[src/rtl/instruction_fetch.sv]
// instruction_fetch: fetch PC, req/ack imem reads, prefetch FIFO to decode, redirect flush.
module instruction_fetch #(
  parameter logic [31:0] RESET_PC = 32'h0000_0000,
  parameter int FIFO_DEPTH = 4
) (
  input  logic        clk,
  input  logic        reset,
  output logic        imem_req,
  output logic [31:0] imem_addr,
  input  logic        imem_ack,
  input  logic [31:0] imem_rdata,
  input  logic        redirect,
  input  logic [31:0] redirect_pc,
  output logic        instr_valid,
  output logic [31:0] instr,
  output logic [31:0] instr_pc,
  output logic [31:0] instr_pc4,
  input  logic        instr_ready
);
  localparam int AW = $clog2(FIFO_DEPTH);
  localparam logic [AW:0] DEPTH = (AW+1)'(FIFO_DEPTH);
  typedef enum logic [1:0] {FETCH, HOLD, DISCARD} state_t;
  state_t state, state_n;
  logic [31:0] fpc, stale;
  logic [31:0] mem_pc [FIFO_DEPTH];
  logic [31:0] mem_ins [FIFO_DEPTH];
  logic [AW-1:0] wr, rd;
  logic [AW:0] count;
  logic push, pop, nonempty;
  always_comb begin
    nonempty = count != '0;
    imem_req = reset && (state == DISCARD || (state == FETCH && count != DEPTH));
    imem_addr = reset ? (state == DISCARD ? stale : fpc) : '0;
    instr_valid = nonempty && !redirect;
    instr = nonempty ? mem_ins[rd] : '0;
    instr_pc = nonempty ? mem_pc[rd] : '0;
    instr_pc4 = nonempty ? mem_pc[rd] + 32'd4 : '0;
    push = state == FETCH && imem_req && imem_ack && !redirect;
    pop = instr_valid && instr_ready;
    // An unacked request at redirect must still complete; its word is then dropped.
    state_n = redirect ? ((imem_req && !imem_ack) ? DISCARD : FETCH)
            : (state == FETCH && push && !pop && count == DEPTH - 1'b1) ? HOLD
            : ((state == HOLD && pop) || (state == DISCARD && imem_ack)) ? FETCH
            : state;
  end
  always_ff @(posedge clk or negedge reset) begin
    if (!reset) begin
      state <= FETCH;
      fpc <= RESET_PC;
      stale <= '0;
      wr <= '0;
      rd <= '0;
      count <= '0;
    end else begin
      state <= state_n;
      if (state != DISCARD) stale <= fpc;
      if (redirect) begin
        fpc <= redirect_pc & 32'hFFFF_FFFC;
        wr <= '0;
        rd <= '0;
        count <= '0;
      end else begin
        if (push) fpc <= fpc + 32'd4;
        if (push) wr <= wr + 1'b1;
        if (pop) rd <= rd + 1'b1;
        count <= count + {{AW{1'b0}}, push} - {{AW{1'b0}}, pop};
      end
    end
  end
  always_ff @(posedge clk) begin
    if (push) begin
      mem_pc[wr] <= fpc;
      mem_ins[wr] <= imem_rdata;
    end
  end
endmodule

[config.mk]
export PLATFORM = sky130hd
export DESIGN_NAME = instruction_fetch
export DESIGN_NICKNAME = d
export VERILOG_FILES = /design/src/rtl/instruction_fetch.sv
export SDC_FILE = /design/constraint.sdc
export NUM_CORES = 1
export LEC_CHECK = 0
export ABC_AREA = 0
export CORE_UTILIZATION = 51
export CTS_BUF_LIST = sky130_fd_sc_hd__clkbuf_8
export CTS_CLUSTER_SIZE = 25
export DETAILED_ROUTE_END_ITERATION = 10
export GPL_ROUTABILITY_DRIVEN = 0
export GPL_TIMING_DRIVEN = 0
export PLACE_DENSITY = 0.77
export SLEW_MARGIN = 20
export SYNTH_ARGS = -nofsm -noshare
export SYNTH_HDL_FRONTEND = slang
export SYNTH_SLANG_ARGS = --single-unit
[constraint.sdc]
create_clock -name clk -period 3.5 [get_ports clk]
set_input_delay 1.05 -clock clk [delete_from_list [all_inputs] [get_ports clk]]
set_output_delay 1.05 -clock clk [all_outputs]
set_load 0.02 [all_outputs]
==> metrics.md, run 1 <==
| Metric | Value |
|---|---|
| Top_reg_cell synth | `sky130_fd_sc_hd__edfxtp_1` |
| Post-Route Skew | `20.26 ps` |
| H-tree depth | `2` |
| Number of nets with antenna violations after routing | `0` |
| Number of synthesized flops with an enable pin | `248` |
| Quantity of hold-fixing buffers added after cts | `0` |
| Combinational family with the most area after synthesis | `multiplexers` |
| Final setup margin | `-863.9 ps` |
| Peak supply drop | `0.0003856 V` |
| Total of flip-flops plus latches after synthesis | `317` |
| Initial cell density of the core | `52.52%` |
| Pwr per Cell Area | `645.9 nW/µm²` |
| Fraction of registers with async set or reset after synthesis | `21.77%` |
| Combinational share of power | `37.7%` |
| Post-layout instance area | `18,040 µm²` |
| Sequential cell fraction of total power | `38.0%` |
| Std-Cell Core Area | `26,350 µm²` |
| Area used by multi-input combinational logic | `4676 µm²` |
| Avg Vias per Cell | `5.601` |
| Portion of total power attributed to the clock network | `24.3%` |
| Clock latency on the worst-skew pair | `570 ps` |
| Number of max-capacitance violations reported | `0` |
| Inserted Clock Buffers | `50` |
| Overall track demand over capacity in global routing | `23.54%` |
| Final antenna diode count | `0` |
| Share of the synthesized area in compound gates (AO/OA/AOI/OAI) | `2.197%` |
| Wire length of the first global-routing pass | `50,100 µm` |
| Number of DRC markers after the initial detailed-route iteration | `809` |
| Final clock period utilization by the worst path | `124.7%` |
| Clock tree from TritonCTS | `done` |
| Endpoints failing hold | `0` |
| Most frequent cells in the layout | `sky130_fd_sc_hd__edfxtp_1, sky130_fd_sc_hd__and2_1, sky130_fd_sc_hd__dlygate4sd2_1` |
| Overall die area | `27,800 µm²` |
| Dpl cells | `1,428` |
| Crit Reg-Reg Startpoint | `count[1]$_DFF_PN0_` |
| CTS max path bufs | `3` |
| Net Sw Power | `0.003932 W` |
| Number of fill cells in the layout | `1,774` |
| Mapped Avg Cell Area | `15.48 µm²` |
| Number of cells produced by synthesis | `894` |
| Root buffer cell | `sky130_fd_sc_hd__clkbuf_8` |
| Final Net Count | `1,270` |
| Class of the tightest hold or removal check | `in2async` |
| Final instance count without filler cells | `1,567` |
| Number of antenna violations at the first check in global routing | `0` |
| DRC errors left | `0` |
| Worst Hold Slack | `362.2 ps` |
| Post-synthesis instance area | `13,840 µm²` |
| RSZ-0062 raised after global routing | `yes` |
| Die span in y | `166.7 µm` |
| Most common cell after layout, fill and taps aside | `sky130_fd_sc_hd__edfxtp_1` |
| Sink count of the clock tree | `317` |
| Setup violators final | `67` |
| Sw Ratio | `33.75%` |
| Number of warnings printed during yosys synthesis | `0` |
| Cells along the critical path | `buf_12, buf_12, mux4_2, ha_4, nand3_4, or4_4, buf_6, nor3_4, mux2_4, buf_6` |
| Slowest cell on the critical path | `sky130_fd_sc_hd__or4_4` |
| Highest Clock Rate | `0.2292 GHz` |
| Number of top-level pins | `199` |
| Failing checks | `setup timing` |
| Crit Path Class | `reg2out` |
| Nature of the critical path startpoint | `register` |
| Die width | `166.7 µm` |
| First-pass DRT Iterations | `7` |
| Final number of max-transition violations | `0` |
| Share of post-route cells with drive strength above 1 | `28.41%` |
| Status | `finished with violations` |
| FF/Latch Area | `9176 µm²` |
| Startpoint of the most critical setup path | `rd[0]$_DFFE_PN0P_` |
| Clock transition at the register clock pins on the worst setup and hold paths after CTS | `60 ps` |
| Crit-path max FO | `7` |
| Fraction of the mapped netlist area in adder cells | `0.8678%` |
| CP bufs+invs | `4` |
| Wire length per cell | `21.04 µm` |
| Count of unique library cells instantiated by Yosys | `48` |
| Post-detailed-placement half-perimeter wirelength | `20,680 µm` |
| Share of the yosys chip area belonging to registers | `66.28%` |
| Data required time of the worst path | `2450 ps` |
| Internal Pwr Total | `0.007718 W` |
| Number of global-route vias before repair | `8,911` |
| Setup TNS Final | `-23,060 ps` |
| Kind of end point of the critical path | `output pin` |
| Normalized max-slew margin | `40.69%` |
| Simple-gate area share of the yosys netlist | `11.83%` |
| Clock period minus final worst setup slack | `4364 ps` |
| Transition time at the pin with the least slew margin | `881.5 ps` |
| Total number of placement rows | `59` |
| Maximum number of pins on one net before global-route repair | `36` |
| Critical path's largest stage delay | `550 ps` |
| Placed inst area | `16,380 µm²` |
| XOR/XNOR share of the synthesized area | `2.594%` |
| Synth-to-layout area growth | `30.32%` |
| Aggregate routed wire length | `32,970 µm` |
| Multiplexer share of the synthesized area | `13.56%` |
| Count of buffers from port buffering | `189` |
| Critical Path AT | `3310 ps` |
| Top delay family on crit path | `simple AND/OR/NAND/NOR gates` |
| Leakage power of the design | `6.855 nW` |
| Routed vias | `8,777` |
| Total congestion overflow after global routing | `0` |
kinds of logic (layout without fill, tap and decap cells):
group	Yosys count	in the layout
AO/OA/AOI/OAI	57	57
AND/OR/NAND/NOR	299	300
XOR/XNOR	41	41
flip-flops	317	317
multiplexers	101	101
buffers and inverters	69	401
adder cells (fa/ha/maj)	9	9
other	1	6
through the flow:
step	worst slack (ps)	utilization [%]	total power, W
final	-863.9	68.44	0.01165
after global routing	-930.6	68.44	0.01216
after CTS	-860.1	67.34	0.01149
after detailed placement	-893.9	62.17	0.008533
after global placement	-3814	61.71	0.008463
after floorplan	-114.4	-	0.006829
worst paths after layout:
check                                         to  slack (ps)  cells after the start
setup reg to reg              count[2]$_DFF_PN0_         330                     13
setup / recovery                   instr_pc4[30]        -860                     10
max in group asynchronous   stale[2]$_DFFE_PN0P_        2540                      2
hold reg to reg            stale[10]$_DFFE_PN0P_         490                      1
min in group clk           stale[10]$_DFFE_PN0P_         490                      1
hold / removal              stale[8]$_DFFE_PN0P_         360                      1
routing by layer:
layer | routed length, µm | GRT usage (%) | vias to the layer above
met5 | 0 | 0 | -
met4 | 650 | 6.804 | 0
met3 | 2675 | 4.610 | 51
met2 | 15810 | 37.80 | 390
met1 | 13830 | 32.95 | 4352
li1 | - | - | 3984
synthesized netlist by cell type (8+ instances only):
cell type	number	area (µm²)
sky130_fd_sc_hd__ha_1	8	100.1
sky130_fd_sc_hd__nor4_1	14	87.58
sky130_fd_sc_hd__and3_1	11	68.82
sky130_fd_sc_hd__dfrtp_1	69	1727
sky130_fd_sc_hd__o21ai_0	37	185.2
sky130_fd_sc_hd__nor2_1	43	161.4
sky130_fd_sc_hd__nand3_1	24	120.1
sky130_fd_sc_hd__edfxtp_1	248	7447
sky130_fd_sc_hd__inv_1	14	52.55
sky130_fd_sc_hd__or3_1	10	62.56
sky130_fd_sc_hd__mux2_2	35	394.1
sky130_fd_sc_hd__clkbuf_1	30	112.6
sky130_fd_sc_hd__xnor2_1	34	297.8
sky130_fd_sc_hd__and2_1	94	588.1
sky130_fd_sc_hd__mux4_2	50	1126
sky130_fd_sc_hd__mux4_1	12	315.3
sky130_fd_sc_hd__nand4_1	13	81.33
sky130_fd_sc_hd__nand2_1	50	187.7
sky130_fd_sc_hd__nor3_1	16	80.08
sky130_fd_sc_hd__a21oi_1	13	65.06
sequential cells by signal (all words and copies together) (netlist names):
| name | cells |
|---|---|
| mem_ins | 128 |
| stale | 30 |
| wr | 2 |
| fpc | 30 |
| state | 2 |
| mem_pc | 120 |
| rd | 2 |
| count | 3 |
layout make-up:
type	count	share of cell area, %
Clock inverter	39	1.013
Tap cell	335	2.324
Sequential cell	317	50.87
Multi-Input combinational cell	514	25.92
Inverter	14	0.3052
Buffer	54	2.525
Timing Repair Buffer	241	12.99
Clock buffer	53	4.044
what timing repair did:
item	in CTS	in global routing
cloned	4	1
setup endpoints to repair	183	245
setup buffers	26	19
resized for setup	362	79
pin swaps	23	20
worst reg2reg max path: cells and delay by family, from the launching register on:
family / cells / cell delay (ps)
xor+xnor: 1 / 160
fa+ha+maj: 3 / 720
flops: 1 / 440
buf+inv: 5 / 760
simple gates: 4 / 990
power by group through the flow:
stage | clock, W | combinational, W | sequential, W
4_1_cts | 0.00288 | 0.00419 | 0.00442
3_3_place_gp | 0 | 0.00398 | 0.00448
6_report | 0.00284 | 0.00439 | 0.00443
3_5_place_dp | 0 | 0.00404 | 0.00449
5_1_grt | 0.00305 | 0.00466 | 0.00444
2_1_floorplan | 0 | 0.00240 | 0.00443
Note: power is estimated with default switching activity, not from simulation.
==> run 2: changes to the inputs <==
- CORE_UTILIZATION: 51 -> 57
- PLACE_DENSITY: 0.77 -> 0.82
- clock period: 3.5 -> 4.86 ns (I/O delays scaled with it)
==> metrics.md, run 2 (synthesized netlist as in run 1, its figures left out) <==
| Metric | Value |
|---|---|
| Avg Vias per Cell | `5.735 (+2.4%)` |
| Count of buffers from port buffering | `189 (unchanged)` |
| Wire length of the first global-routing pass | `47,830 µm (-4.5%)` |
| Initial cell density of the core | `58.62% (+6.1 points)` |
| Final instance count without filler cells | `1,518 (-3.1%)` |
| Normalized max-slew margin | `30.91% (-9.8 points)` |
| Number of nets with antenna violations after routing | `0 (unchanged)` |
| Critical Path AT | `3330 ps (+20 ps)` |
| Final number of max-transition violations | `0 (unchanged)` |
| Crit-path max FO | `10 (+3)` |
| Setup violators final | `0 (-100%)` |
| Inserted Clock Buffers | `49 (-2.0%)` |
| Dpl cells | `1,412 (-1.1%)` |
| Die width | `157.8 µm (-5.3%)` |
| Cells along the critical path | `buf_8, buf_12, mux4_2, ha_4, nand3_4, or4_4, buf_2, nor3_4, mux2_2, buf_2` |
| H-tree depth | `2 (unchanged)` |
| Worst Hold Slack | `488.0 ps (+125.8 ps)` |
| Most common cell after layout, fill and taps aside | `sky130_fd_sc_hd__edfxtp_1` |
| Clock transition at the register clock pins on the worst setup and hold paths after CTS | `60 ps (about the same)` |
| Data required time of the worst path | `3400 ps (+950 ps)` |
| Final Net Count | `1,237 (-2.6%)` |
| Post-Route Skew | `17.23 ps (-3.037 ps)` |
| Overall track demand over capacity in global routing | `25.68% (+2.1 points)` |
| Routed vias | `8,705 (-0.82%)` |
| Flip-flop count of the largest register after layout | `128 (unchanged)` |
| Number of top-level pins | `199 (unchanged)` |
| Top delay family on crit path | `simple AND/OR/NAND/NOR gates` |
| Quantity of hold-fixing buffers added after cts | `0 (unchanged)` |
| Maximum number of pins on one net before global-route repair | `50 (+39%)` |
| Placed inst area | `16,280 µm² (-0.61%)` |
| Critical path's largest stage delay | `590 ps (+40 ps)` |
| Area used by multi-input combinational logic | `4394 µm² (-6.0%)` |
| Nature of the critical path startpoint | `register` |
| Setup TNS Final | `0 ps (+23,060 ps)` |
| First-pass DRT Iterations | `5 (-2)` |
| Number of DRC markers after the initial detailed-route iteration | `799 (-1.2%)` |
| Clock latency on the worst-skew pair | `550 ps (-20 ps)` |
| Number of fill cells in the layout | `1,441 (-19%)` |
| Clock tree from TritonCTS | `done` |
| DRC errors left | `0 (unchanged)` |
| Leakage power of the design | `6.062 nW (-12%)` |
| Total number of placement rows | `56 (-5.1%)` |
| Wire length per cell | `20.35 µm (-3.3%)` |
| Pwr per Cell Area | `470.7 nW/µm² (-27%)` |
| Crit Path Class | `reg2out` |
| Std-Cell Core Area | `23,610 µm² (-10%)` |
| Post-layout instance area | `17,350 µm² (-3.8%)` |
| Post-detailed-placement half-perimeter wirelength | `20,770 µm (+0.42%)` |
| Transition time at the pin with the least slew margin | `1027 ps (+145.4 ps)` |
| Die span in y | `157.8 µm (-5.3%)` |
| Final clock period utilization by the worst path | `98.44%` |
| Overall die area | `24,910 µm² (-10%)` |
| Synth-to-layout area growth | `25.36%` |
| Aggregate routed wire length | `30,890 µm (-6.3%)` |
| Slowest cell on the critical path | `sky130_fd_sc_hd__or4_4` |
| Share of post-route cells with drive strength above 1 | `19.18% (-9.2 points)` |
| FF/Latch Area | `9174 µm² (about the same)` |
| Number of max-capacitance violations reported | `0 (unchanged)` |
| Final antenna diode count | `0 (unchanged)` |
| Class of the tightest hold or removal check | `reg2reg` |
| Status | `completed` |
| Root buffer cell | `sky130_fd_sc_hd__clkbuf_8` |
| Kind of end point of the critical path | `output pin` |
| Highest Clock Rate | `0.2090 GHz` |
| Cell mode on critical path | `sky130_fd_sc_hd__buf_2` |
| Most frequent cells in the layout | `sky130_fd_sc_hd__edfxtp_1, sky130_fd_sc_hd__clkdlybuf4s50_1, sky130_fd_sc_hd__and2_1` |
| Total congestion overflow after global routing | `0 (unchanged)` |
| Largest registers in the final layout | `mem_ins: 128 flops, mem_pc: 120 flops` |
| Endpoints failing hold | `0 (unchanged)` |
| Sink count of the clock tree | `317 (unchanged)` |
| Peak supply drop | `0.0002425 V (-37%)` |
| RSZ-0062 raised after global routing | `yes` |
| CP bufs+invs | `4 (unchanged)` |
| Number of antenna violations at the first check in global routing | `0 (unchanged)` |
| Number of global-route vias before repair | `8,614 (-3.3%)` |
| Most flops, register | `mem_ins` |
| Clock period minus final worst setup slack | `4784 ps` |
| CTS max path bufs | `3 (unchanged)` |
-- run 2: cell count changes in the layout (fill, tap and decap cells not counted), sizes merged --
cell / change
dlymetal6s2s: -3
dlygate4sd2: -77
buf: -64
inv: +8
clkbuf: +8
clkinv: -10
clkdlybuf4s50: +107
bufbuf: -1
bufinv: +2
clkdlybuf4s15: -2
and3: -1
-- run 2: path summary, 6_finish.rpt --
check / end / from / cells past startpoint / slack [ps]
min reg2reg: stale[26]$_DFFE_PN0P_ / stale[26]$_DFFE_PN0P_ / 1 / 490
max: instr_pc4[28] / rd[0]$_DFFE_PN0P_ / 10 / 80
max reg2reg: count[2]$_DFF_PN0_ / count[1]$_DFF_PN0_ / 12 / 1690
min: stale[26]$_DFFE_PN0P_ / stale[26]$_DFFE_PN0P_ / 1 / 490
max in group asynchronous: fpc[29]$_DFFE_PN0N_ / reset / 2 / 3460
min in group asynchronous: rd[1]$_DFFE_PN0P_ / reset / 1 / 830
-- run 2: what timing repair did --
action,4_1_cts,5_1_grt
buffers inserted,5,9
gates cloned,0,1
resized for setup,61,30
endpoints found under the hold margin,0,0
endpoints found under the setup margin,44,58
pin swaps,2,7
-- run 2: area by class of cell --
class                      count  area share [%]
clock inverter                39           1.212
tap                          319           2.300
inverter                      14          0.3029
buffer                        55           1.940
sequential                   317           52.87
timing repair buffer         209           11.92
multi-input combinational    513           25.33
clock buffer                  52           4.125
-- run 2: power breakdown --
part | leakage (nW) | switching [W] | internal (W)
clock | 0.565 | 0.000979 | 0.00110
sequential | 3.08 | 0.000113 | 0.00307
combinational | 2.41 | 0.00154 | 0.00137
total | 6.06 | 0.00263 | 0.00554
-- run 2: metal layers --
metal	global-route usage (%)	up-vias	routed length [µm]
li1	-	3909	-
met1	35.70	4330	12790
met2	41.01	405	14700
met3	4.763	61	2500
met4	8.923	0	896
met5	0	-	0
-- run 2: per-stage QoR --
stage	worst slack (ps)	power [W]	utilization (%)
3_3_place_gp	-4078	0.006036	68.40
6_report	75.66	0.008167	73.48
4_1_cts	-0.9233	0.008162	73.09
5_1_grt	-22.55	0.008536	73.48
3_5_place_dp	-126.6	0.006093	68.96
2_1_floorplan	640.9	0.004879	-
==> run 3: changes to the inputs <==
- SLEW_MARGIN: 20 -> default
==> metrics.md, run 3 (synthesized netlist as in run 1, its figures left out) <==
| Metric | Value |
|---|---|
| Status | `finished with violations` |
| Failing checks | `setup timing` |
| Post-detailed-placement half-perimeter wirelength | `20,560 µm (-1.0%)` |
| Wire length per cell | `20.74 µm (+1.9%)` |
| Post-Route Skew | `13.62 ps (-3.605 ps)` |
| Crit-path max FO | `10 (unchanged)` |
| Number of max-capacitance violations reported | `0 (unchanged)` |
| Maximum number of pins on one net before global-route repair | `73 (+46%)` |
| Nature of the critical path startpoint | `register` |
| Pwr per Cell Area | `473.6 nW/µm² (+0.61%)` |
| Final Net Count | `1,234 (-0.24%)` |
| Clock period minus final worst setup slack | `4873 ps (+89.05 ps)` |
| Std-Cell Core Area | `23,610 µm² (unchanged)` |
| Aggregate routed wire length | `31,470 µm (+1.9%)` |
| Die width | `157.8 µm (unchanged)` |
| Quantity of hold-fixing buffers added after cts | `0 (unchanged)` |
| Wire length of the first global-routing pass | `48,170 µm (+0.71%)` |
| Root buffer cell | `sky130_fd_sc_hd__clkbuf_8` |
| H-tree depth | `2 (unchanged)` |
| Number of DRC markers after the initial detailed-route iteration | `922 (+15%)` |
| Kind of end point of the critical path | `output pin` |
| DRC errors left | `0 (unchanged)` |
| Die span in y | `157.8 µm (unchanged)` |
| Clock tree from TritonCTS | `done` |
| Routing usage on met1 | `35.86% (+0.16 points)` |
| Internal Pwr Total | `0.005550 W (+0.22%)` |
| Count of buffers from port buffering | `189 (unchanged)` |
| Sink count of the clock tree | `317 (unchanged)` |
| Total number of placement rows | `56 (unchanged)` |
| Busiest grt layer | `met2` |
| Routing usage on met2 | `41.75% (+0.73 points)` |
| Highest Clock Rate | `0.2052 GHz (-1.8%)` |
| Transition time at the pin with the least slew margin | `982.4 ps (-44.49 ps)` |
| Most common cell after layout, fill and taps aside | `sky130_fd_sc_hd__edfxtp_1` |
| Number of cells on the worst reg-to-reg path | `12 (unchanged)` |
| Number of antenna violations at the first check in global routing | `0 (unchanged)` |
| Largest registers in the final layout | `mem_ins: 128 flops, mem_pc: 120 flops` |
| Share of post-route cells with drive strength above 1 | `19.53% (+0.35 points)` |
| Number of global-route vias before repair | `8,660 (+0.53%)` |
| Crit Path Class | `reg2out` |
| Final number of max-transition violations | `0 (unchanged)` |
| Portion of total power attributed to the clock network | `26.0% (+0.6 points)` |
| Most flops, register | `mem_ins` |
| Sw Ratio | `32.57% (+0.38 points)` |
| Critical Path AT | `3420 ps (+90 ps)` |
| RSZ-0062 raised after global routing | `yes` |
| Fraction of met3 tracks used by global routing | `5.393% (+0.63 points)` |
| Leakage power of the design | `6.076 nW (+0.24%)` |
| Data required time of the worst path | `3400 ps (about the same)` |
| Inserted Clock Buffers | `50 (+2.0%)` |
| Class of the tightest hold or removal check | `reg2reg` |
| Initial cell density of the core | `58.62% (unchanged)` |
| Most frequent cells in the layout | `sky130_fd_sc_hd__edfxtp_1, sky130_fd_sc_hd__clkdlybuf4s50_1, sky130_fd_sc_hd__and2_1` |
| Routed vias | `8,719 (+0.16%)` |
| Clock latency on the worst-skew pair | `570 ps (+20 ps)` |
| Post-layout instance area | `17,380 µm² (+0.17%)` |
| Synth-to-layout area growth | `25.57%` |
| Peak supply drop | `0.0002273 V (-6.3%)` |
| CTS max path bufs | `3 (unchanged)` |
| Endpoints failing hold | `0 (unchanged)` |
| First-pass DRT Iterations | `6 (+1)` |
| Normalized max-slew margin | `33.90% (+3.0 points)` |
| Sequential cell fraction of total power | `38.7% (-0.3 points)` |
| Final clock period utilization by the worst path | `100.3% (+1.8 points)` |
| Clock transition at the register clock pins on the worst setup and hold paths after CTS | `60 ps (about the same)` |
| Flip-flop count of the largest register after layout | `128 (unchanged)` |
| Final setup margin | `-13.39 ps (-89.05 ps)` |
| Post-route total power | `0.008231 W (+0.78%)` |
| Count of cells along the worst hold path | `1 (unchanged)` |
| Worst-case setup slack after placement | `-111.8 ps (+14.78 ps)` |
| Avg Vias per Cell | `5.748 (+0.23%)` |
| Overall track demand over capacity in global routing | `26.02% (+0.34 points)` |
| Final antenna diode count | `0 (unchanged)` |
| Total congestion overflow after global routing | `0 (unchanged)` |
| Placed inst area | `16,300 µm² (about the same)` |
| Number of top-level pins | `199 (unchanged)` |
| Number of nets with antenna violations after routing | `0 (unchanged)` |
| Net Sw Power | `0.002680 W (+2.0%)` |
| Overall die area | `24,910 µm² (unchanged)` |
| Setup violators final | `1 (+1)` |
| Combinational share of power | `35.3% (-0.3 points)` |
[run 3: cell type report]
type                            instances  area, µm²
Multi-Input combinational cell        513       4387
Tap cell                              319      399.1
Clock inverter                         34      143.9
Inverter                               14      52.55
Buffer                                 55      336.6
Timing Repair Buffer                  205       2062
Sequential cell                       317       9174
Fill cell                            1446       6232
Clock buffer                           60      825.8
[run 3: final timing paths]
kind | from | to | slack [ps]
worst max-delay path | rd[0]$_DFFE_PN0P_ | instr_pc4[29] | -10
worst min-delay path | stale[7]$_DFFE_PN0P_ | stale[7]$_DFFE_PN0P_ | 490
worst max register to register | count[1]$_DFF_PN0_ | count[2]$_DFF_PN0_ | 1610
worst min register to register | stale[7]$_DFFE_PN0P_ | stale[7]$_DFFE_PN0P_ | 490
max in group asynchronous | reset | fpc[21]$_DFFE_PN0N_ | 3600
min in group asynchronous | reset | rd[1]$_DFFE_PN0P_ | 690
[run 3: repair_timing]
item | 4_1_cts | 5_1_grt
pin swaps | 2 | 5
resized for setup | 64 | 22
setup buffers | 6 | 5
endpoints found under the setup margin | 45 | 57
[run 3: through the flow]
stage          hold WS (ps)  setup TNS, ps  instances  util (%)
6_report              488.9         -13.39       1517     73.61
5_1_grt               507.9         -290.4       1517     73.61
3_5_place_dp          479.5         -394.3       1412     69.02
4_1_cts               492.4              0       1512     73.37
2_1_floorplan         446.3              0        899         -
3_3_place_gp          473.8       -1127200       1407     68.40
[run 3: power groups by stage]
stage	combinational (W)	clock [W]	sequential (W)
after global placement	0.00281	0	0.00323
after floorplan	0.00169	0	0.00319
after CTS	0.00288	0.00217	0.00318
after global routing	0.00309	0.00229	0.00320
final	0.00291	0.00214	0.00319
after detailed placement	0.00286	0	0.00324
[run 3: per-layer routing]
layer | vias to the layer above | wire (µm)
met1 | 4354 | 13220
met2 | 408 | 15120
li1 | 3900 | -
met4 | 0 | 726
met3 | 57 | 2402
met5 | - | 0
[run 3: worst max-delay path, cell delays in order, from the launching register on]
cell	delay [ps]
sky130_fd_sc_hd__dfrtp_1	370
sky130_fd_sc_hd__buf_6	160
sky130_fd_sc_hd__mux4_2	400
sky130_fd_sc_hd__nand3_1	100
sky130_fd_sc_hd__buf_2	200
sky130_fd_sc_hd__or4_4	600
sky130_fd_sc_hd__buf_6	170
sky130_fd_sc_hd__nor3_2	210
sky130_fd_sc_hd__mux2_2	370
sky130_fd_sc_hd__clkdlybuf4s15_2	270
